**config.mk**
```make
export PLATFORM = sky130hd
export DESIGN_NAME = priv_trap_ctrl_n
export DESIGN_NICKNAME = d
export VERILOG_FILES = /design/src/rtl/priv_trap_ctrl_n.sv
export SDC_FILE = /design/constraint.sdc
export NUM_CORES = 1
export LEC_CHECK = 0
export BUFFER_PORTS_ARGS = -buffer_cell sky130_fd_sc_hd__buf_2
export CAP_MARGIN = 25
export CORE_MARGIN = 2
export CORE_UTILIZATION = 51
export CTS_BUF_LIST = sky130_fd_sc_hd__clkbuf_4 sky130_fd_sc_hd__clkbuf_8
export DETAILED_ROUTE_END_ITERATION = 10
export GPL_ROUTABILITY_DRIVEN = 1
export GPL_TIMING_DRIVEN = 0
export MAX_ROUTING_LAYER = met4
export PLACE_DENSITY = 0.89
export SLEW_MARGIN = 20
export SYNTH_ARGS = -nofsm -noshare
export SYNTH_HDL_FRONTEND = slang
export SYNTH_SLANG_ARGS = --single-unit
```
**constraint.sdc**
```tcl
create_clock -name CLK -period 6.59 [get_ports CLK]
set_clock_uncertainty 0.15 [all_clocks]
set_input_delay 0.659 -clock CLK [delete_from_list [all_inputs] [get_ports CLK]]
set_output_delay 0.659 -clock CLK [all_outputs]
set_load 0.005 [all_outputs]
```
**src/rtl/priv_trap_ctrl_n.sv**
```systemverilog
// Machine-mode trap controller: pending/enable interrupt latch, exception/interrupt/mret arbitration, redirect FSM.
// Optional PRIV_IRQ_EDGE_EN: irq_set becomes 0->1 edge-triggered instead of level-sensitive.
module priv_trap_ctrl_n #(
  parameter int unsigned NUM_IRQ = 16,
  parameter int unsigned XLEN    = 32,
  parameter int unsigned CAUSE_W = 5
) (
  input  logic               CLK,
  input  logic               nRST,
  input  logic [NUM_IRQ-1:0] irq_set,
  input  logic [NUM_IRQ-1:0] irq_clear,
  input  logic [NUM_IRQ-1:0] irq_en,
  input  logic               ie_wen,
  input  logic               ie_wdata,
  input  logic               exception,
  input  logic [CAUSE_W-1:0] exc_cause,
  input  logic [XLEN-1:0]    epc,
  input  logic               mret,
  input  logic               pipe_ack,
  input  logic [XLEN-1:0]    mtvec_base,
  input  logic               mtvec_vectored,
  output logic               insert_pc,
  output logic [XLEN-1:0]    priv_pc,
  output logic               intr,
  output logic [XLEN-1:0]    mcause,
  output logic [XLEN-1:0]    mepc,
  output logic [NUM_IRQ-1:0] mip,
  output logic               ie
);

  localparam logic [1:0] S_IDLE = 2'd0;
  localparam logic [1:0] S_TRAP = 2'd1;
  localparam logic [1:0] S_RET  = 2'd2;

  logic [1:0]         state_q, state_d;
  logic [NUM_IRQ-1:0] mip_q, mip_d;
  logic               ie_q, ie_d;
  logic               sie_q, sie_d;
  logic [XLEN-1:0]    mepc_q, mepc_d;
  logic [XLEN-1:0]    mcause_q, mcause_d;
  logic               intr_q, intr_d;
  logic               insert_q, insert_d;
  logic [XLEN-1:0]    priv_q, priv_d;

  logic [NUM_IRQ-1:0] set_eff;
  logic [NUM_IRQ-1:0] pend;
  logic [CAUSE_W-1:0] idx;
  logic [CAUSE_W-1:0] cause;
  logic               irq_ok;

`ifdef PRIV_IRQ_EDGE_EN
  logic [NUM_IRQ-1:0] irq_prev_q;

  always_ff @(posedge CLK) begin
    if (!nRST) irq_prev_q <= '0;
    else       irq_prev_q <= irq_set;
  end

  assign set_eff = irq_set & ~irq_prev_q;
`else
  assign set_eff = irq_set;
`endif

  assign pend   = mip_q & irq_en;
  assign irq_ok = ie_q && (pend != '0);

  // Lowest pending index wins: scan downward so the last hit is the smallest.
  always_comb begin
    idx = '0;
    for (int i = NUM_IRQ - 1; i >= 0; i--) begin
      if (pend[i]) idx = CAUSE_W'(i);
    end
  end

  always_ff @(posedge CLK) begin
    if (!nRST) begin
      state_q  <= S_IDLE;
      mip_q    <= '0;
      ie_q     <= 1'b0;
      sie_q    <= 1'b0;
      mepc_q   <= '0;
      mcause_q <= '0;
      intr_q   <= 1'b0;
      insert_q <= 1'b0;
      priv_q   <= '0;
    end else begin
      state_q  <= state_d;
      mip_q    <= mip_d;
      ie_q     <= ie_d;
      sie_q    <= sie_d;
      mepc_q   <= mepc_d;
      mcause_q <= mcause_d;
      intr_q   <= intr_d;
      insert_q <= insert_d;
      priv_q   <= priv_d;
    end
  end

  always_comb begin
    state_d  = state_q;
    mip_d    = (mip_q | set_eff) & ~irq_clear;
    ie_d     = ie_q;
    sie_d    = sie_q;
    mepc_d   = mepc_q;
    mcause_d = mcause_q;
    intr_d   = intr_q;
    insert_d = insert_q;
    priv_d   = priv_q;
    cause    = exception ? exc_cause : idx;

    case (state_q)
      S_IDLE: begin
        if (exception || irq_ok) begin
          state_d  = S_TRAP;
          mepc_d   = epc;
          intr_d   = !exception;
          mcause_d = XLEN'(cause);
          mcause_d[XLEN-1] = !exception;
          sie_d    = ie_q;
          ie_d     = 1'b0;
          insert_d = 1'b1;
          priv_d   = (!exception && mtvec_vectored) ? mtvec_base + (XLEN'(idx) << 2)
                                                    : mtvec_base;
        end else begin
          if (ie_wen) ie_d = ie_wdata;
          if (mret) begin
            state_d  = S_RET;
            insert_d = 1'b1;
            priv_d   = mepc_q;
          end
        end
      end
      S_TRAP: begin
        if (pipe_ack) begin
          state_d  = S_IDLE;
          insert_d = 1'b0;
        end
      end
      S_RET: begin
        if (pipe_ack) begin
          state_d  = S_IDLE;
          insert_d = 1'b0;
          ie_d     = sie_q;
          sie_d    = 1'b1;
        end
      end
      default: begin
        state_d  = S_IDLE;
        insert_d = 1'b0;
      end
    endcase
  end

  assign insert_pc = insert_q;
  assign priv_pc   = priv_q;
  assign intr      = intr_q;
  assign mcause    = mcause_q;
  assign mepc      = mepc_q;
  assign mip       = mip_q;
  assign ie        = ie_q;

endmodule

```
Word-level counts from Yosys, hierarchy flattened
Cells that the tools add are included.

Add/sub/neg operators: 1. Equal/unequal tests: 7. Muxes and demuxes: 35. Bitwise gates (word level): 4. Reduce and logical (&&, ||, !) cells: 14.

Operator list (number): $mux 32 (3); $mux 5 (15); $add 32x7->32 (1); $and 16x16->16 (2); $not 16->16 (1); $or 16x16->16 (1); $reduce_bool 16->1 (1); $mux 1 (8); $mux 4 (2); $mux 2 (3); $ne 3x3->1 const B (2); $pmux 1 s2 (3); $reduce_and 2->1 (3); $reduce_and 3->1 (2); $ne 2x2->1 const B (2); $pmux 2 s2 (1); $reduce_bool 2->1 (2); $eq 2x1->1 const B (1); $eq 2x2->1 const B (1); $logic_and 1x1->1 (2); $logic_not 2->1 (1); $ne 2x1->1 const B (1); $reduce_or 2->1 (1); $logic_not 1->1 (1); $logic_or 1x1->1 (1).

Register bits: 92. Bits of input ports: 125.

Depth between registers and ports, before layout
Gate-level depths: netlist (run 1).

Word-level depth: 20. Gate-level depth with buffers: 14.

Worst setup path after synthesis (run 1)
No wires, ideal clock.

Path type: input to register. Start: in irq_en[14]. End: reg priv_q[18], in the netlist priv_pc[18]. Arrival time: 3.248 ns. Required time: 6.308 ns. Slack: 3.059 ns. Stages on the path: 14. Cells stage by stage: nand2_1 > a32o_1 > a32oi_1 > a41oi_1 > or2_2 > ha_1 > fa_1 > and3_1 > o211ai_1 > clkbuf_1 > nor4_1 > xor2_1 > o211ai_1 > a21oi_1.

Word-level cells in the longest chain between the ends: 19. Elaborated cells between the ends (all ways): 24.

RTL lines: start: declaration (RTL line 12) `input logic [NUM_IRQ-1:0] irq_en,`; $and 16x16->16 (*) (RTL line 64) `assign pend = mip_q & irq_en;`; $mux 4 (RTL line 71) `if (pend[i]) idx = CAUSE_W'(i);`; $mux 5 (14 in series) (RTL line 71); $add 32x7->32 (RTL line 122) `priv_d = (!exception && mtvec_vectored) ? mtvec_base + (XLEN'(idx) << 2)`; $mux 32 (RTL line 122); $mux 32 (RTL line 113) `if (exception || irq_ok) begin`; end signal: assignment (RTL line 95) `priv_q <= priv_d;`; end: declaration (RTL line 43) `logic [XLEN-1:0] priv_q, priv_d;`.

Mark *: on every way between the ends. The rest lies on a longest branch, timed or not. A chain may end at the register's enable or synchronous reset.

Worst setup path after layout (run 1)
Start: reg mip_q[14], in the netlist mip[14]. End: reg priv_q[22], in the netlist priv_pc[22].

Word-level cells in the longest chain between the ends: 19. Elaborated cells between the ends (all ways): 24.

RTL lines: start: declaration (RTL line 36) `logic [NUM_IRQ-1:0] mip_q, mip_d;`; start signal: assignment (RTL line 88) `mip_q <= mip_d;`; $and 16x16->16 (*) (RTL line 64); $mux 4 (RTL line 71); $mux 5 (14 in series) (RTL line 71); $add 32x7->32 (RTL line 122); $mux 32 (RTL line 122); $mux 32 (RTL line 113).

Marked as above.

==> metrics.md, run 1 <==
| Metric | Value |
|---|---|
| Status | `finished, final reports clean` |
| Share of the synthesized area in the top cell type | `37.7%` |
| I/O pin total | `240` |
| Buf+Inv Stages, Crit Path | `1` |
| Critical path class | `reg2reg` |
| Final Wtd Congestion | `0.925` |
| Worst setup SP type | `flop` |
| Worst vdd ir | `128 uV` |
| Root buf cell | `clkbuf_8` |
| Per-cell routed wire length | `15.4 um` |
| Setup bufs post-CTS | `0` |
| Commonest non-fill, non-tap cell in the layout | `buf_2` |
| Worst endpoint data arrival time | `3.98 ns` |
| All-Layer GR Usage | `30.4%` |
| Post-CTS sizing | `0` |
| Nets | `990` |
| Post-Route Utilization | `68.9%` |
| Num CTS Buffers | `9` |
| CORE AREA | `0.00924 mm^2` |
| GR Util met2 | `49.0%` |
| TNS Setup | `0 ns` |
| Max stage delay cell, worst path | `o211ai_1` |
| Yosys top cell by area | `dfxtp_1` |
| Vias | `5286` |
| Avg Inst Size Synth | `7.93 um^2` |
| CTS HTree Levels | `3` |
| Worst-path maximum fanout | `10` |
| Worst setup margin | `2.69 ns` |
| Total Die Area | `0.0103 mm^2` |
| Most used cell, CP | `o211ai_1` |
| Remaining global-route overflow | `0` |
| Gr busiest metal | `met2` |
| Fill cell total of the finished layout | `804` |
| Post-synthesis sequential area ratio | `37.7%` |
| Critical Path Max Stage Delay | `0.42 ns` |
| Number of distinct library cells after synthesis | `57` |
| Die H | `101 um` |
| Adder-Cell Fraction of Synth Area | `1.97%` |
| Ys async rst share | `0%` |
| DR pass1 iterations | `5` |
| # clock sinks | `91` |
| Simple-gate area share of the yosys netlist | `24.2%` |
| Starting Density | `52.4%` |
| Minimum clock period | `3.90 ns` |
| Power Dens Cells | `252 mW/mm^2` |
| Die W | `101 um` |
| Area grow syn2layout | `31.6%` |
| Hold Fails Final Rpt | `0` |
| Hpwl dp | `12.0 mm` |
| Critical path required time | `6.68 ns` |
| Final Cycle Share | `59.1%` |
| Top_reg_cell synth | `dfxtp_1` |
| Max cap viols | `0` |
| Num rows | `35` |
| Endpoint class of the critical path | `flop` |
| Fmax | `0.257 GHz` |
| Static leakage | `0.00305 uW` |
| Max-slew headroom | `61.5%` |
| Largest family of logic cells by synthesized area | `simple AND/OR/NAND/NOR gates` |
| Hold crit path type | `in2reg` |
| DR iter-0 viols | `352` |
| Worst hold path depth | `2` |
| Slew Limit Fails | `0` |
| First-pass GRT wire length | `23.6 mm` |
| Post-Route WL | `15.3 mm` |
| Post-Place Setup Slack | `2.48 ns` |
| Worst path cell trace | `nand2_1 -> a32o_1 -> a32oi_1 -> a41oi_1 -> or2_2 -> ha_1 -> fa_1 -> and3_1 -> o211ai_1 -> clkbuf_1 -> nor3_1 -> xor2_1 -> o211ai_1 -> a21oi_1` |
| DRT antenna net count | `0` |
| Commonest non-fill, non-tap cells in the layout | `218 x buf_2, 108 x nand2_1, 91 x dfxtp_1, 61 x a21oi_1, 52 x nor2_1` |
| Number of port buffers | `212` |
| Count of non-filler cells in the finished layout | `992` |
| Post-synthesis cell area | `0.00484 mm^2` |
| Clk slew on worst S/H paths | `0.10 ns` |
| Met1 Use GR | `39.4%` |
| Vias per cell | `5.33` |
| EDFF count, synth | `0` |
| Synth area leaders | `dfxtp_1 38%, nand2_1 8.4%, a21oi_1 6.3%` |
| Dpl cells | `976` |
| Mux share of post-synthesis cell area | `1.66%` |
| RSZ-0062 raised after global routing | `no` |
| Mapped Cells | `610` |
| Worst-skew pair later-pin latency | `0.37 ns` |
| Hold_buf cts | `0` |
| Antenna violations before repair | `0` |
| CTS tree | `yes` |
| #FFs+latches synth | `91` |
| Clock tree buffer depth | `2` |
| Synth Area in Compound Gates | `20.8%` |
| R2R setup slack | `2.69 ns` |
| Synth Area in XOR/XNOR | `4.34%` |
| Vias in the first global route | `4826` |
| N_diodes | `0` |
| Met3 Resource Use GR | `4.28%` |
| Pin count of the biggest net entering global routing | `16` |
| CP top delay family | `compound AO/OA/AOI/OAI gates` |
| Worst hold slack | `0.285 ns` |
| DRC | `0` |
| Worst r2r path cells | `14` |
| Share of cells above drive strength 1 | `34.0%` |
| Slew @ Worst Pin | `0.578 ns` |
| Critical Path Stages | `14` |
| Ys Warns | `0` |
| # setup viols final | `0` |
-- layout make-up --
class | count | area [um^2] | share of cell area (%)
Timing Repair Buffer | 212 | 1060 | 16.7
Buffer | 62 | 405 | 6.37
Sequential cell | 91 | 1820 | 28.6
Multi-Input combinational cell | 470 | 2660 | 41.8
Inverter | 12 | 45.0 | 0.707
Clock inverter | 5 | 61.3 | 0.963
Clock buffer | 11 | 151 | 2.38
Tap cell | 129 | 161 | 2.53
-- worst reg2reg max path, stage by stage (launching register included) --
cell and delay [ns]:
dfxtp_1 0.39, nand2_1 0.07, a32o_1 0.27, a32oi_1 0.17, a41oi_1 0.18, or2_2 0.31, ha_1 0.23, fa_1 0.41
and3_1 0.21, o211ai_1 0.42, clkbuf_1 0.42, nor3_1 0.12, xor2_1 0.16, o211ai_1 0.19, a21oi_1 0.08
-- cells in the mapped netlist, types with 10 or more instances --
library cell / number
dfxtp_1: 91
nand2_1: 108
nand3_1: 23
inv_1: 10
o21ai_0: 23
o211ai_1: 16
a21oi_1: 61
nor2_1: 52
buf_4: 32
xor2_1: 19
nor3_1: 22
clkbuf_1: 18
nor4_1: 10
-- state kept, by name, indices dropped and copies added (netlist names) --
signal / flops
mepc: 32
mcause: 5
mip: 16
priv_pc: 32
state_q: 2
sie_q: 1
intr: 1
insert_pc: 1
ie: 1
-- per-layer routing --
layer / vias up / wire length (um)
met1: 2409 / 6630
met2: 243 / 7280
met5: - / 0
met4: 0 / 326
li1: 2608 / -
met3: 26 / 1090
-- stage by stage --
step	total power (uW)	instance area, um^2
floorplan	992	4930
global placement	1190	6150
detailed placement	1200	6150
CTS	1600	6370
global route	1690	6370
finish	1600	6370
-- report_power, final --
group | internal, uW | leakage [uW] | switching (uW)
Clock | 197 | 0.0000978 | 208
Sequential | 626 | 0.000749 | 52.4
Combinational | 222 | 0.00220 | 297
-- final timing paths --
kind                      start           to
setup / recovery        mip[14]  priv_pc[22]
hold reg to reg      priv_pc[7]   priv_pc[7]
setup reg to reg        mip[14]  priv_pc[22]
hold / removal    irq_clear[13]      mip[13]
-- logic make-up after synthesis --
kind of cell	count (synthesis)
other	1
muxes	8
and+or+nand+nor	252
buffers and inverters	74
xor gates and xnor gates	24
AOI/OAI and AO/OA	153
adders and majority gates	7
DFF	91
(Power assumes the default switching activity.)
==> inputs of run 2 (changes only) <==
--- a/config.mk
+++ b/config.mk
@@ -8,13 +8,13 @@
 export BUFFER_PORTS_ARGS = -buffer_cell sky130_fd_sc_hd__buf_2
 export CAP_MARGIN = 25
 export CORE_MARGIN = 2
-export CORE_UTILIZATION = 51
+export CORE_UTILIZATION = 43
 export CTS_BUF_LIST = sky130_fd_sc_hd__clkbuf_4 sky130_fd_sc_hd__clkbuf_8
 export DETAILED_ROUTE_END_ITERATION = 10
 export GPL_ROUTABILITY_DRIVEN = 1
 export GPL_TIMING_DRIVEN = 0
 export MAX_ROUTING_LAYER = met4
-export PLACE_DENSITY = 0.89
+export PLACE_DENSITY = 0.8
 export SLEW_MARGIN = 20
 export SYNTH_ARGS = -nofsm -noshare
 export SYNTH_HDL_FRONTEND = slang
==> constraint.sdc (replaced) <==
create_clock -name CLK -period 3.3 [get_ports CLK]
set_clock_uncertainty 0.15 [all_clocks]
set_input_delay 0.33 -clock CLK [delete_from_list [all_inputs] [get_ports CLK]]
set_output_delay 0.33 -clock CLK [all_outputs]
set_load 0.005 [all_outputs]
==> run 2 against run 1 <==
Compared with the run above:
- final area up 5.5%
- final cell count up 3.6%
- maximum frequency up 20%
- global-route usage down 2.3 points
- utilization down 7.2 points
- combinational power up 110%
- clock power up 100%
- largest cell class unchanged
- highest routed layer unchanged
==> metrics.md, run 2 (synthesized netlist as in run 1, its figures left out) <==
| Metric | Value |
|---|---|
| Die H | `110 um (+8.6%)` |
| # clock sinks | `91 (unchanged)` |
| DRC | `0 (unchanged)` |
| Max-slew headroom | `60.1% (-1.4 points)` |
| Commonest non-fill, non-tap cells in the layout | `218 x buf_2, 107 x nand2_1, 87 x dfxtp_1, 60 x a21oi_1, 52 x nor2_1` |
| R2r endpoint | `priv_pc[22]` |
| Antenna violations before repair | `0 (unchanged)` |
| Number of port buffers | `212 (unchanged)` |
| I/O pin total | `240 (unchanged)` |
| Critical path required time | `3.39 ns (-3.29 ns)` |
| Worst r2r path cells | `15 (+1)` |
| Hold crit path type | `in2reg` |
| Status | `finished, final reports clean` |
| Root buf cell | `clkbuf_8` |
| Worst-path maximum fanout | `5 (-5)` |
| Vias in the first global route | `5034 (+4.3%)` |
| TNS Setup | `0 ns (unchanged)` |
| Reg-to-Reg Start | `mip[14]` |
| Worst setup SP type | `flop` |
| Hpwl dp | `12.6 mm (+4.9%)` |
| Final Wtd Congestion | `0.907 (-2.0%)` |
| N_diodes | `0 (unchanged)` |
| CTS tree | `yes` |
| Total Die Area | `0.0121 mm^2 (+18%)` |
| Fill cell total of the finished layout | `1016 (+26%)` |
| Post-Place Setup Slack | `-0.594 ns (-3.07 ns)` |
| Commonest non-fill, non-tap cell in the layout | `buf_2` |
| Post-Route WL | `16.7 mm (+9.0%)` |
| Per-cell routed wire length | `16.3 um (+5.2%)` |
| Num CTS Buffers | `9 (unchanged)` |
| Hold Fails Final Rpt | `0 (unchanged)` |
| First-pass GRT wire length | `25.3 mm (+7.1%)` |
| Slew Limit Fails | `0 (unchanged)` |
| Static leakage | `0.00321 uW (+5.1%)` |
| Worst setup margin | `0.0599 ns (-2.63 ns)` |
| Final Cycle Share | `98.2% (+39 points)` |
| Worst endpoint data arrival time | `3.33 ns (-0.65 ns)` |
| All-Layer GR Usage | `28.1% (-2.3 points)` |
| Slew @ Worst Pin | `0.599 ns (+0.0210 ns)` |
| Minimum clock period | `3.24 ns (-0.658 ns)` |
| Design Power | `3260 uW (+100%)` |
| Worst-skew pair later-pin latency | `0.38 ns (about the same)` |
| Power Dens Cells | `486 mW/mm^2 (+93%)` |
| Nets | `1015 (+2.5%)` |
| Area grow syn2layout | `38.8%` |
| Pin count of the biggest net entering global routing | `16 (unchanged)` |
| Worst vdd ir | `387 uV (+200%)` |
| DR iter-0 viols | `391 (+11%)` |
| Max cap viols | `0 (unchanged)` |
| Remaining global-route overflow | `0 (unchanged)` |
| Critical path class | `reg2reg` |
| Vias per cell | `5.34 (+0.20%)` |
| Share of cells above drive strength 1 | `36.1% (+2.2 points)` |
| R2R setup slack | `0.06 ns (-2.63 ns)` |
| Clk slew on worst S/H paths | `0.09 ns (about the same)` |
| Worst min-delay path endpoint | `mepc[2]` |
| Hold path start | `epc[2]` |
| Worst hold path depth | `3 (+1)` |
| Clock tree buffer depth | `2 (unchanged)` |
| Worst hold slack | `0.0311 ns (-0.254 ns)` |
| Vias | `5489 (+3.8%)` |
| CORE AREA | `0.0109 mm^2 (+18%)` |
| Starting Density | `44.4% (-7.9 points)` |
| CTS HTree Levels | `3 (unchanged)` |
| Num rows | `38 (+8.6%)` |
| Die W | `110 um (+8.6%)` |
| DRT antenna net count | `0 (unchanged)` |
| Fmax | `0.309 GHz (+20%)` |
| DR pass1 iterations | `5 (unchanged)` |
| RSZ-0062 raised after global routing | `yes` |
| Endpoint class of the critical path | `flop` |
| # setup viols final | `0 (unchanged)` |
[run 2: changes by cell type in the layout (fill, tap and decap cells not counted), sizes merged]
cell         change
clkinv           +3
clkbuf           -1
dlygate4sd3     +16
buf             +10
clkinvlp         -3
[run 2: critical path, cell delays in order, from the launching register on]
cell      delay [ns]
dfxtp_2         0.36
nand2_2         0.05
a32o_2          0.27
a32oi_2         0.18
a41oi_2         0.15
or2_4           0.26
ha_4            0.17
fa_2            0.35
and3_4          0.17
o211ai_1        0.16
buf_4           0.17
buf_8           0.12
nor3_4          0.04
xor2_1          0.16
o211ai_1        0.25
a21oi_1         0.11
[run 2: how the worst max path moves through the flow]
| stage | startpoint | endpoint | slack, ns | cells after the start |
|---|---|---|---|---|
| floorplan | mip[14] | priv_pc[18] | 0.05 | 14 |
| global placement | irq_en[14] | priv_pc[22] | -0.56 | 15 |
| detailed placement | irq_en[14] | priv_pc[22] | -0.59 | 15 |
| CTS | mip[14] | priv_pc[30] | 0.01 | 14 |
| global route | mip[14] | priv_pc[22] | -0.004 | 15 |
| finish | mip[14] | priv_pc[22] | 0.06 | 15 |
[run 2: final cells by class]
class | count | area, um^2 | share of cell area, %
timing repair buffer | 237 | 1290 | 19.2
sequential | 91 | 1830 | 27.2
multi-input combinational | 470 | 2740 | 40.9
tap | 140 | 175 | 2.61
clock inverter | 5 | 61.3 | 0.913
buffer | 62 | 420 | 6.26
clock buffer | 11 | 151 | 2.25
inverter | 12 | 45.0 | 0.671
[run 2: where the power goes]
group / total (uW) / leakage [uW] / switching (uW) / internal (uW)
logic: 1090 / 0.00235 / 617 / 477
registers: 1360 / 0.000751 / 107 / 1250
clock network: 811 / 0.000109 / 417 / 394
total: 3260 / 0.00321 / 1140 / 2120
[run 2: layer usage]
| metal | GRT usage [%] | part of all wire (%) | vias to the layer above |
|---|---|---|---|
| li1 | - | - | 2652 |
| met1 | 35.6 | 43 | 2573 |
| met2 | 45.0 | 47 | 238 |
| met3 | 4.94 | 7.9 | 26 |
| met4 | 9.86 | 1.9 | 0 |
| met5 | - | 0 | - |
[run 2: through the flow]
step	utilization [%]	instance area [um^2]	std cells
5_1_grt	61.7	6720	1028
3_3_place_gp	56.7	6170	987
3_5_place_dp	56.7	6170	987
4_1_cts	60.9	6630	1024
6_report	61.7	6720	1028
2_1_floorplan	-	4930	635
[run 2: what timing repair did]
item                                    4_1_cts  5_1_grt
cloned                                        0        1
endpoints found under the hold margin        16        0
gates resized for setup                      14       16
hold buffers                                 16        0
buffers inserted                              5        3
endpoints found under the setup margin       21       19
pin swaps                                     5        7
